<file path="src/rtl/sample_tick_receiver_pkg.sv">
// sample_pkg: shared types and constants for the sample tick receiver.
// Ports: none (state enum, synchroniser depth, default sample width).
package sample_pkg;

  localparam int SAMPLE_W    = 16;
  localparam int SYNC_STAGES = 2;

  typedef enum logic {
    IDLE = 1'b0,
    REQ  = 1'b1
  } rx_state_t;

endpackage

</file>
<file path="src/rtl/sample_tick_receiver_if.sv">
// sample_tick_receiver_if: request/valid link between receiver and source.
// Ports: master drives sample_req; slave drives sample_valid/sample_data.
interface sample_tick_receiver_if #(
  parameter int W = sample_pkg::SAMPLE_W
);

  logic         sample_req;
  logic         sample_valid;
  logic [W-1:0] sample_data;

  modport master (
    output sample_req,
    input  sample_valid,
    input  sample_data
  );

  modport slave (
    input  sample_req,
    output sample_valid,
    output sample_data
  );

endinterface

</file>
<file path="src/rtl/sample_tick_receiver_sync.sv">
// sync_edge_detect: async level -> registered one-cycle rising-edge tick.
// Ports: clk, rst (sync, high), async_in, tick.
module sync_edge_detect
  import sample_pkg::*;
(
  input  logic clk,
  input  logic rst,
  input  logic async_in,
  output logic tick
);

  logic [SYNC_STAGES-1:0] sync_q, sync_d;
  logic                   edge_q, edge_d;
  logic [SYNC_STAGES:0]   vld_q, vld_d;
  logic                   tick_q, tick_d;

  // vld gates ticks until the edge flop holds a real sample,
  // so a level already high at reset release is not an edge.
  always_comb begin
    sync_d = {sync_q[SYNC_STAGES-2:0], async_in};
    edge_d = sync_q[SYNC_STAGES-1];
    vld_d  = {vld_q[SYNC_STAGES-1:0], 1'b1};
    tick_d = sync_q[SYNC_STAGES-1] & ~edge_q
           & vld_q[SYNC_STAGES];
  end

  always_ff @(posedge clk) begin
    if (rst) begin
      sync_q <= '0;
      edge_q <= 1'b0;
      vld_q  <= '0;
      tick_q <= 1'b0;
    end else begin
      sync_q <= sync_d;
      edge_q <= edge_d;
      vld_q  <= vld_d;
      tick_q <= tick_d;
    end
  end

  assign tick = tick_q;

endmodule

</file>
<file path="src/rtl/sample_tick_receiver.sv">
// sample_tick_receiver: sample-clock tick, period/lock, sample handshake.
// Ports: clock_in, Reset, sample_clk, src (master), sample/period/lock outs.
module sample_tick_receiver #(
  parameter int                SAMPLE_W = sample_pkg::SAMPLE_W,
  parameter int                PERIOD_W = 28,
  parameter logic [PERIOD_W-1:0] TIMEOUT = 28'd4096
) (
  input  logic                clock_in,
  input  logic                Reset,
  input  logic                sample_clk,
  sample_tick_receiver_if.master src,
  output logic [SAMPLE_W-1:0] sample_out,
  output logic                sample_strobe,
  output logic [PERIOD_W-1:0] period,
  output logic                period_strobe,
  output logic                locked,
  output logic                overrun,
  input  logic                ovr_clear
);

  import sample_pkg::*;

  logic tick;

  sync_edge_detect u_sync (
    .clk      (clock_in),
    .rst      (Reset),
    .async_in (sample_clk),
    .tick     (tick)
  );

  rx_state_t           state_q, state_d;
  logic [PERIOD_W-1:0] cnt_q, cnt_d;
  logic [PERIOD_W-1:0] period_q, period_d;
  logic                seen_q, seen_d;
  logic                pstb_q, pstb_d;
  logic                lock_q, lock_d;
  logic                ovr_q, ovr_d;
  logic                sstb_q, sstb_d;
  logic [SAMPLE_W-1:0] out_q, out_d;
  logic                report;
  logic                accept;
  logic                ovr_set;

  always_comb begin
    cnt_d    = (&cnt_q) ? cnt_q : cnt_q + 1'b1;
    period_d = period_q;
    pstb_d   = 1'b0;
    seen_d   = seen_q;
    lock_d   = lock_q;
    report   = tick & seen_q;
    if (tick) begin
      cnt_d  = PERIOD_W'(1);
      seen_d = 1'b1;
    end
    if (report) begin
      period_d = cnt_q;
      pstb_d   = 1'b1;
      lock_d   = (cnt_q == period_q);
    end else if (cnt_q == TIMEOUT) begin
      lock_d = 1'b0;
    end
  end

  // A tick landing with valid re-requests at once.
  always_comb begin
    state_d = state_q;
    out_d   = out_q;
    accept  = 1'b0;
    ovr_set = 1'b0;
    unique case (state_q)
      IDLE: begin
        if (tick) state_d = REQ;
      end
      REQ: begin
        if (src.sample_valid) begin
          accept  = 1'b1;
          out_d   = src.sample_data;
          state_d = tick ? REQ : IDLE;
        end else if (tick) begin
          ovr_set = 1'b1;
        end
      end
      default: state_d = IDLE;
    endcase
    sstb_d = accept;
    ovr_d  = ovr_set | (ovr_q & ~ovr_clear);
  end

  always_ff @(posedge clock_in) begin
    if (Reset) begin
      state_q  <= IDLE;
      cnt_q    <= '0;
      period_q <= '0;
      seen_q   <= 1'b0;
      pstb_q   <= 1'b0;
      lock_q   <= 1'b0;
      ovr_q    <= 1'b0;
      sstb_q   <= 1'b0;
      out_q    <= '0;
    end else begin
      state_q  <= state_d;
      cnt_q    <= cnt_d;
      period_q <= period_d;
      seen_q   <= seen_d;
      pstb_q   <= pstb_d;
      lock_q   <= lock_d;
      ovr_q    <= ovr_d;
      sstb_q   <= sstb_d;
      out_q    <= out_d;
    end
  end

  assign src.sample_req = (state_q == REQ);
  assign sample_out     = out_q;
  assign sample_strobe  = sstb_q;
  assign period         = period_q;
  assign period_strobe  = pstb_q;
  assign locked         = lock_q;
  assign overrun        = ovr_q;

endmodule

</file>
<file path="src/flat_wrapper.sv">
// flat-port wrapper written by rule: the top's interface ports become plain ports
module sample_tick_receiver_flat import sample_pkg::*;
#(
  parameter int                SAMPLE_W = sample_pkg::SAMPLE_W,
  parameter int                PERIOD_W = 28,
  parameter logic [PERIOD_W-1:0] TIMEOUT = 28'd4096
)
  (clock_in, Reset, sample_clk, sample_out, sample_strobe, period, period_strobe, locked, overrun, ovr_clear, src_sample_req, src_sample_valid, src_sample_data);
  sample_tick_receiver_if src_i ();
  input  logic clock_in;
  input  logic Reset;
  input  logic sample_clk;
  output logic [SAMPLE_W-1:0] sample_out;
  output logic sample_strobe;
  output logic [PERIOD_W-1:0] period;
  output logic period_strobe;
  output logic locked;
  output logic overrun;
  input  logic ovr_clear;
  output wire logic [$bits(src_i.sample_req)-1:0] src_sample_req;
  input wire logic [$bits(src_i.sample_valid)-1:0] src_sample_valid;
  input wire logic [$bits(src_i.sample_data)-1:0] src_sample_data;
  assign src_sample_req = src_i.sample_req;
  assign src_i.sample_valid = src_sample_valid;
  assign src_i.sample_data = src_sample_data;
  sample_tick_receiver #(.SAMPLE_W(SAMPLE_W), .PERIOD_W(PERIOD_W), .TIMEOUT(TIMEOUT)) u_core (.clock_in(clock_in), .Reset(Reset), .sample_clk(sample_clk), .src(src_i), .sample_out(sample_out), .sample_strobe(sample_strobe), .period(period), .period_strobe(period_strobe), .locked(locked), .overrun(overrun), .ovr_clear(ovr_clear));
endmodule
</file>
<file path="config.mk">
export PLATFORM = sky130hd
export DESIGN_NAME = sample_tick_receiver_flat
export DESIGN_NICKNAME = d
export VERILOG_FILES = /design/src/rtl/sample_tick_receiver_pkg.sv /design/src/rtl/sample_tick_receiver_if.sv /design/src/rtl/sample_tick_receiver_sync.sv /design/src/rtl/sample_tick_receiver.sv /design/src/flat_wrapper.sv
export SDC_FILE = /design/constraint.sdc
export NUM_CORES = 1
export LEC_CHECK = 0
export CAP_MARGIN = 20
export CORE_UTILIZATION = 30
export CTS_CLUSTER_DIAMETER = 80
export DETAILED_ROUTE_END_ITERATION = 12
export GPL_ROUTABILITY_DRIVEN = 0
export PLACE_DENSITY_LB_ADDON = 0.3
export SYNTH_ARGS = -nofsm -noshare
export SYNTH_HDL_FRONTEND = slang
export SYNTH_HIERARCHICAL = 1
export SYNTH_SLANG_ARGS = --single-unit
</file>
<file path="constraint.sdc">
create_clock -name clock_in -period 4.9 [get_ports clock_in]
set_input_delay 0.735 -clock clock_in [delete_from_list [all_inputs] [get_ports clock_in]]
set_output_delay 0.735 -clock clock_in [all_outputs]
set_load 0.01 [all_outputs]
</file>
==> flow_summary.toml, run 1 <==
[worst_setup_path]
worst-path-max-fanout = 7
critPathLaunchType = "flop"
endpoint_kind = "flop"
worstPathRequired_ns = 5.15
worstSetupPathType = "reg -> reg"
critPathArrivalTime_ns = 2.49

[final_layout]
layout_commonest_cell = "nand2_1"
final_area_mm2 = 0.004932
layout.area.seq_mm2 = 0.001702
antenna-diode-count = 0
syn2layout_area_growth_pct = 28.36
mostFrequentLayoutCells = "103 x nand2_1, 85 x dfxtp_1, 68 x clkdlybuf4s50_1"
drive_gt1_frac = 0.06615
multi_input_area_mm2 = 0.001962
nFillCells = 1263
utilization = 0.4022
instances_no_fill = 682
nets = 532

[clock_tree]
post_cts_buffers = 0
clk_pin_slew_ns = 0.06
clockBufferDepth = 2
cts.repair.resized = 0
insertion_delay_ns = 0.34
cts.sinks = 85
cts_root_buf = "clkbuf_16"
cts_buffers = 9
h-tree-depth = 3
hold_buffers = 0
cts_tree = "done"

[timing]
worstMarginPinSlew_ns = 0.9375
drv_slew = 0
fin_ws_ns = 2.655
fin_crit_sh = 0.4582
finalSetupViolCount = 0
final_hold_viol_count = 0
fin_tns_setup_ns = 0
fmax_mhz = 445.4
rsz0062_at_grt = "false"
maxSlewHeadroom = 0.3750
finalCriticalPeriod_ns = 2.245
clock_skew_ns = 0.007920

[global_route]
grt_pass1_wl_mm = 15.84
grt_antenna_before_repair = 0
track_usage = 0.1548
grt_pass1_vias = 3239
grt_remaining_overflow = 0
grt_max_degree = 64

[die]
die_w_um = 115.2
core_mm2 = 0.01226
start_util = 0.3134
num_rows = 40
die_h_um = 115.2
dieArea_mm2 = 0.01326
io_pins = 70

[yosys]
syn-num-nets = 487
synth-seq-cells = 85
ys_warn_count = 6
yosys_most_used_dff = "dfxtp_1"
ys_seq_area_frac = 0.4429
synth_cell_types = 45
yosys.area.top_type = "dfxtp_1"
synthCells = 464
synth_area_mm2 = 0.003842
post-synth-top-area-fraction = 0.4429
avgSynthCellArea_um2 = 8.281
synth_area_leaders = "dfxtp_1 44%, nand2_1 10%, a21oi_1 7.6%"
synth_enable_flop_cells = 0
async_reset_ff_frac = 0

[power]
power.switching_uw = 291.6
pwr-share-clk = 0.497
switching_share = 0.1964
pwr-share-seq = 0.472
p_leak_nw = 1.733
internal_power_mw = 1.194
vdd.ir_drop.worst_mv = 0.1630
power.density_mw_per_mm2 = 301.1
p_comb_frac = 0.032

[route]
firstDrtPassIters = 5
drt_wl_total_mm = 9.820
post_drt_wl_per_cell_um = 14.40
drc_errors = 0
ant_nets = 0
viasPerCell = 4.994
drt-initial-drc-count = 205
vias = 3406

[placed_design]
place_ws_ns = 2.371
portBuffers = 69
dpl.hpwl_mm = 7.019
placed_cells = 665
dpl-instance-area_mm2 = 0.004586

[min_path]
hold_path.class = "reg -> reg"

[run_status]
status = "completed"

[job]
cap_violations = 0
[cells by family after synthesis]
kind of cell | count (synthesis) | share of synthesized area
and+or+nand+nor | 206 | 0.2699
adders and majority gates | 2 | 0.006511
DFF | 85 | 0.4429
buffers and inverters | 42 | 0.04657
AOI/OAI and AO/OA | 87 | 0.1377
xor gates and xnor gates | 40 | 0.09117
muxes | 2 | 0.005210
[per-layer routing]
layer | track usage | vias up | part of all wire
li1 | - | 1670 | -
met1 | 0.1785 | 1587 | 0.42
met2 | 0.2582 | 126 | 0.47
met3 | 0.03954 | 23 | 0.070
met4 | 0.09437 | 0 | 0.037
met5 | 0 | - | 0
[synthesized netlist by cell type, types with 5 or more instances]
cell type,number
nand2_1,103
dfxtp_1,85
a21oi_1,58
nor2_1,30
xnor2_1,29
clkbuf_1,20
buf_2,14
nand3_1,12
nand4_1,12
xor2_1,11
a31oi_1,8
nor4_1,7
and2_1,6
and2b_2,5
and3_1,5
inv_1,5
nor3_1,5
[state kept, by name, summed over array words and instances (netlist names)]
register	cells
u_core/u_sync/vld_q	3
u_core/overrun	1
u_core/sample_strobe	1
u_core/seen_q	1
u_core/u_sync/edge_q	1
u_core/period_strobe	1
u_core/u_sync/sync_q	2
u_core/locked	1
u_core/sample_out	16
u_core/u_sync/tick	1
u_core/period	28
u_core/cnt_q	28
u_core/src.sample_req	1
[final cells by class]
| type | count | share of cell area |
|---|---|---|
| Tap cell | 168 | 0.04262 |
| Inverter | 5 | 0.003805 |
| Timing Repair Buffer | 71 | 0.1446 |
| Sequential cell | 85 | 0.3450 |
| Clock buffer | 12 | 0.05200 |
| Clock inverter | 4 | 0.01421 |
| Multi-Input combinational cell | 337 | 0.3978 |
[critical path: stages, from the launching register on]
cell      delay (ns)
dfxtp_1         0.47
ha_1            0.30
and4_1          0.39
and2_1          0.34
and3_1          0.28
a41oi_1         0.13
a211oi_1        0.24
[power groups by stage]
stage          Clock (mW)  Combinational, mW  Sequential, mW
6_report            0.737             0.0471           0.701
5_1_grt             0.788             0.0514           0.701
4_1_cts             0.755             0.0453           0.701
3_5_place_dp            0             0.0451           0.716
3_3_place_gp            0             0.0447           0.716
2_1_floorplan           0             0.0240           0.714
[path summary, 6_finish.rpt]
path,cells after the start,slack (ns),start,end
worst min-delay path,1,0.45,u_core/u_sync/vld_q[0],u_core/u_sync/vld_q[1]
worst min register to register,1,0.45,u_core/u_sync/vld_q[0],u_core/u_sync/vld_q[1]
worst max-delay path,6,2.65,u_core/cnt_q[0],u_core/cnt_q[26]
worst max register to register,6,2.65,u_core/cnt_q[0],u_core/cnt_q[26]
[per-stage QoR]
stage / power, mW / hold WS (ns)
after floorplan: 0.7380 / 0.4281
after global placement: 0.7604 / 0.4323
after detailed placement: 0.7611 / 0.4382
after CTS: 1.501 / 0.4526
after global routing: 1.540 / 0.4598
final: 1.485 / 0.4484
No activity file was read; power rests on OpenSTA's default activity.
==> inputs of run 2 (changes only) <==
==> constraint.sdc (replaced) <==
create_clock -name clock_in -period 1.92 [get_ports clock_in]
set_input_delay 0.288 -clock clock_in [delete_from_list [all_inputs] [get_ports clock_in]]
set_output_delay 0.288 -clock clock_in [all_outputs]
set_load 0.01 [all_outputs]
==> run 2 against run 1 <==
  * Utilization increased by 2.1 points
  * Via count increased by 1.6%
  * Sequential share of layout area decreased by 1.6 points
  * Routed wire length increased by 5.7%
  * Sequential power increased to 2.5 times the previous value
  * Die area unchanged
  * Critical path depth unchanged
  * Total power increased to 2.7 times the previous value
  * Fmax increased by 25%
  * Combinational power increased to 3.1 times the previous value
  * Non-clock buffer count increased by 30
  * Critical endpoint is now u_core/cnt_q[19]
  * Worst hold slack got worse by 0.050 ns
==> flow_summary.toml, run 2 (synthesis results as in run 1) <==
[power]
vdd.ir_drop.worst_mv = 0.4752
power.density_mw_per_mm2 = 782.6
p_leak_nw = 1.905

[worst_setup_path]
critPathArrivalTime_ns = 2.00
worst-path-max-fanout = 6
worstSetupPathType = "reg -> reg"
critPathLaunchType = "flop"
worstPathRequired_ns = 2.13
endpoint_kind = "flop"
rr_worst_depth = 6

[route]
drt_wl_total_mm = 10.38
vias = 3461
drt-initial-drc-count = 193
post_drt_wl_per_cell_um = 14.58
firstDrtPassIters = 4
drc_errors = 0
ant_nets = 0
viasPerCell = 4.861

[final_layout]
multi_input_area_mm2 = 0.001962
instances_no_fill = 712
syn2layout_area_growth_pct = 35.17
utilization = 0.4236
layout_commonest_cell = "nand2_1"
antenna-diode-count = 0
nets = 562
mostFrequentLayoutCells = "103 x nand2_1, 81 x dfxtp_1, 68 x clkdlybuf4s50_1"
nFillCells = 1245
drive_gt1_frac = 0.1268
layout.area.seq_mm2 = 0.001707

[job]
cap_violations = 0

[placed_design]
place_ws_ns = 0.09129
dpl.hpwl_mm = 7.696
portBuffers = 69
placed_cells = 696

[global_route]
grt_remaining_overflow = 0
grt_pass1_vias = 3355
grt_pass1_wl_mm = 16.96
track_usage = 0.1666
grt_antenna_before_repair = 0
grt_max_degree = 31

[clock_tree]
cts_buffers = 9
cts.sinks = 85
clockBufferDepth = 2
cts_root_buf = "clkbuf_16"
cts_tree = "done"
insertion_delay_ns = 0.34
clk_pin_slew_ns = 0.06
h-tree-depth = 3
post_cts_buffers = 0

[min_path]
hold-path-cell-count = 3
hold_path.class = "in -> reg"

[run_status]
status = "completed"

[die]
io_pins = 70
dieArea_mm2 = 0.01326
start_util = 0.3134
core_mm2 = 0.01226
die_w_um = 115.2
die_h_um = 115.2
num_rows = 40

[timing]
maxSlewHeadroom = 0.4617
finalSetupViolCount = 0
drv_slew = 0
worstMarginPinSlew_ns = 0.8045
final_hold_viol_count = 0
fin_ws_ns = 0.1274
finalCriticalPeriod_ns = 1.793
fmax_mhz = 557.9
fin_tns_setup_ns = 0
fin_crit_sh = 0.9336
clock_skew_ns = 0.005923
rsz0062_at_grt = "false"
run 2: through the flow:
stage          total power [mW]  hold slack (ns)  area [um^2]
5_1_grt                   4.221           0.4112         5194
3_3_place_gp              1.963           0.4290         4818
2_1_floorplan             1.883           0.3445         3842
3_5_place_dp              1.964           0.4350         4818
4_1_cts                   4.115           0.3884         5189
6_report                  4.065           0.3982         5194
run 2: cell type report:
type,instances,share of cell area
Clock buffer,9,0.04336
Timing Repair Buffer,101,0.1783
Inverter,5,0.003614
Multi-Input combinational cell,337,0.3777
Clock inverter,7,0.02795
Tap cell,168,0.04047
Sequential cell,85,0.3286
run 2: repair_timing:
item / 4_1_cts / 5_1_grt
resized for setup: 0 / 4
hold endpoints to repair: 0 / 0
hold buffers: 0 / 0
endpoints found under the setup margin: 0 / 4
run 2: worst paths after layout:
check | start | end | slack [ns]
max | u_core/cnt_q[0] | u_core/cnt_q[19] | 0.13
max reg2reg | u_core/cnt_q[0] | u_core/cnt_q[19] | 0.13
min | Reset | u_core/period[24] | 0.40
min reg2reg | u_core/u_sync/vld_q[0] | u_core/u_sync/vld_q[1] | 0.45
run 2: per-layer routing:
layer  track usage  vias up  routed length [um]
met1        0.1927     1606                4332
li1              -     1739                   -
met3       0.05324       16                 723
met5             0        -                   0
met2        0.2735      100                4978
met4       0.09177        0                 347
run 2: worst max-delay path, stage by stage, from the launching register on:
cell	delay, ns
dfxtp_1	0.32
ha_1	0.21
and4_1	0.25
and2_1	0.24
and3_1	0.23
o311ai_1	0.29
o41ai_1	0.13
run 2: report_power, final:
group | switching, mW | total, mW | internal [mW]
registers | 0.00591 | 1.78 | 1.77
clock network | 0.728 | 2.14 | 1.41
logic | 0.0683 | 0.144 | 0.0760
total | 0.802 | 4.06 | 3.26
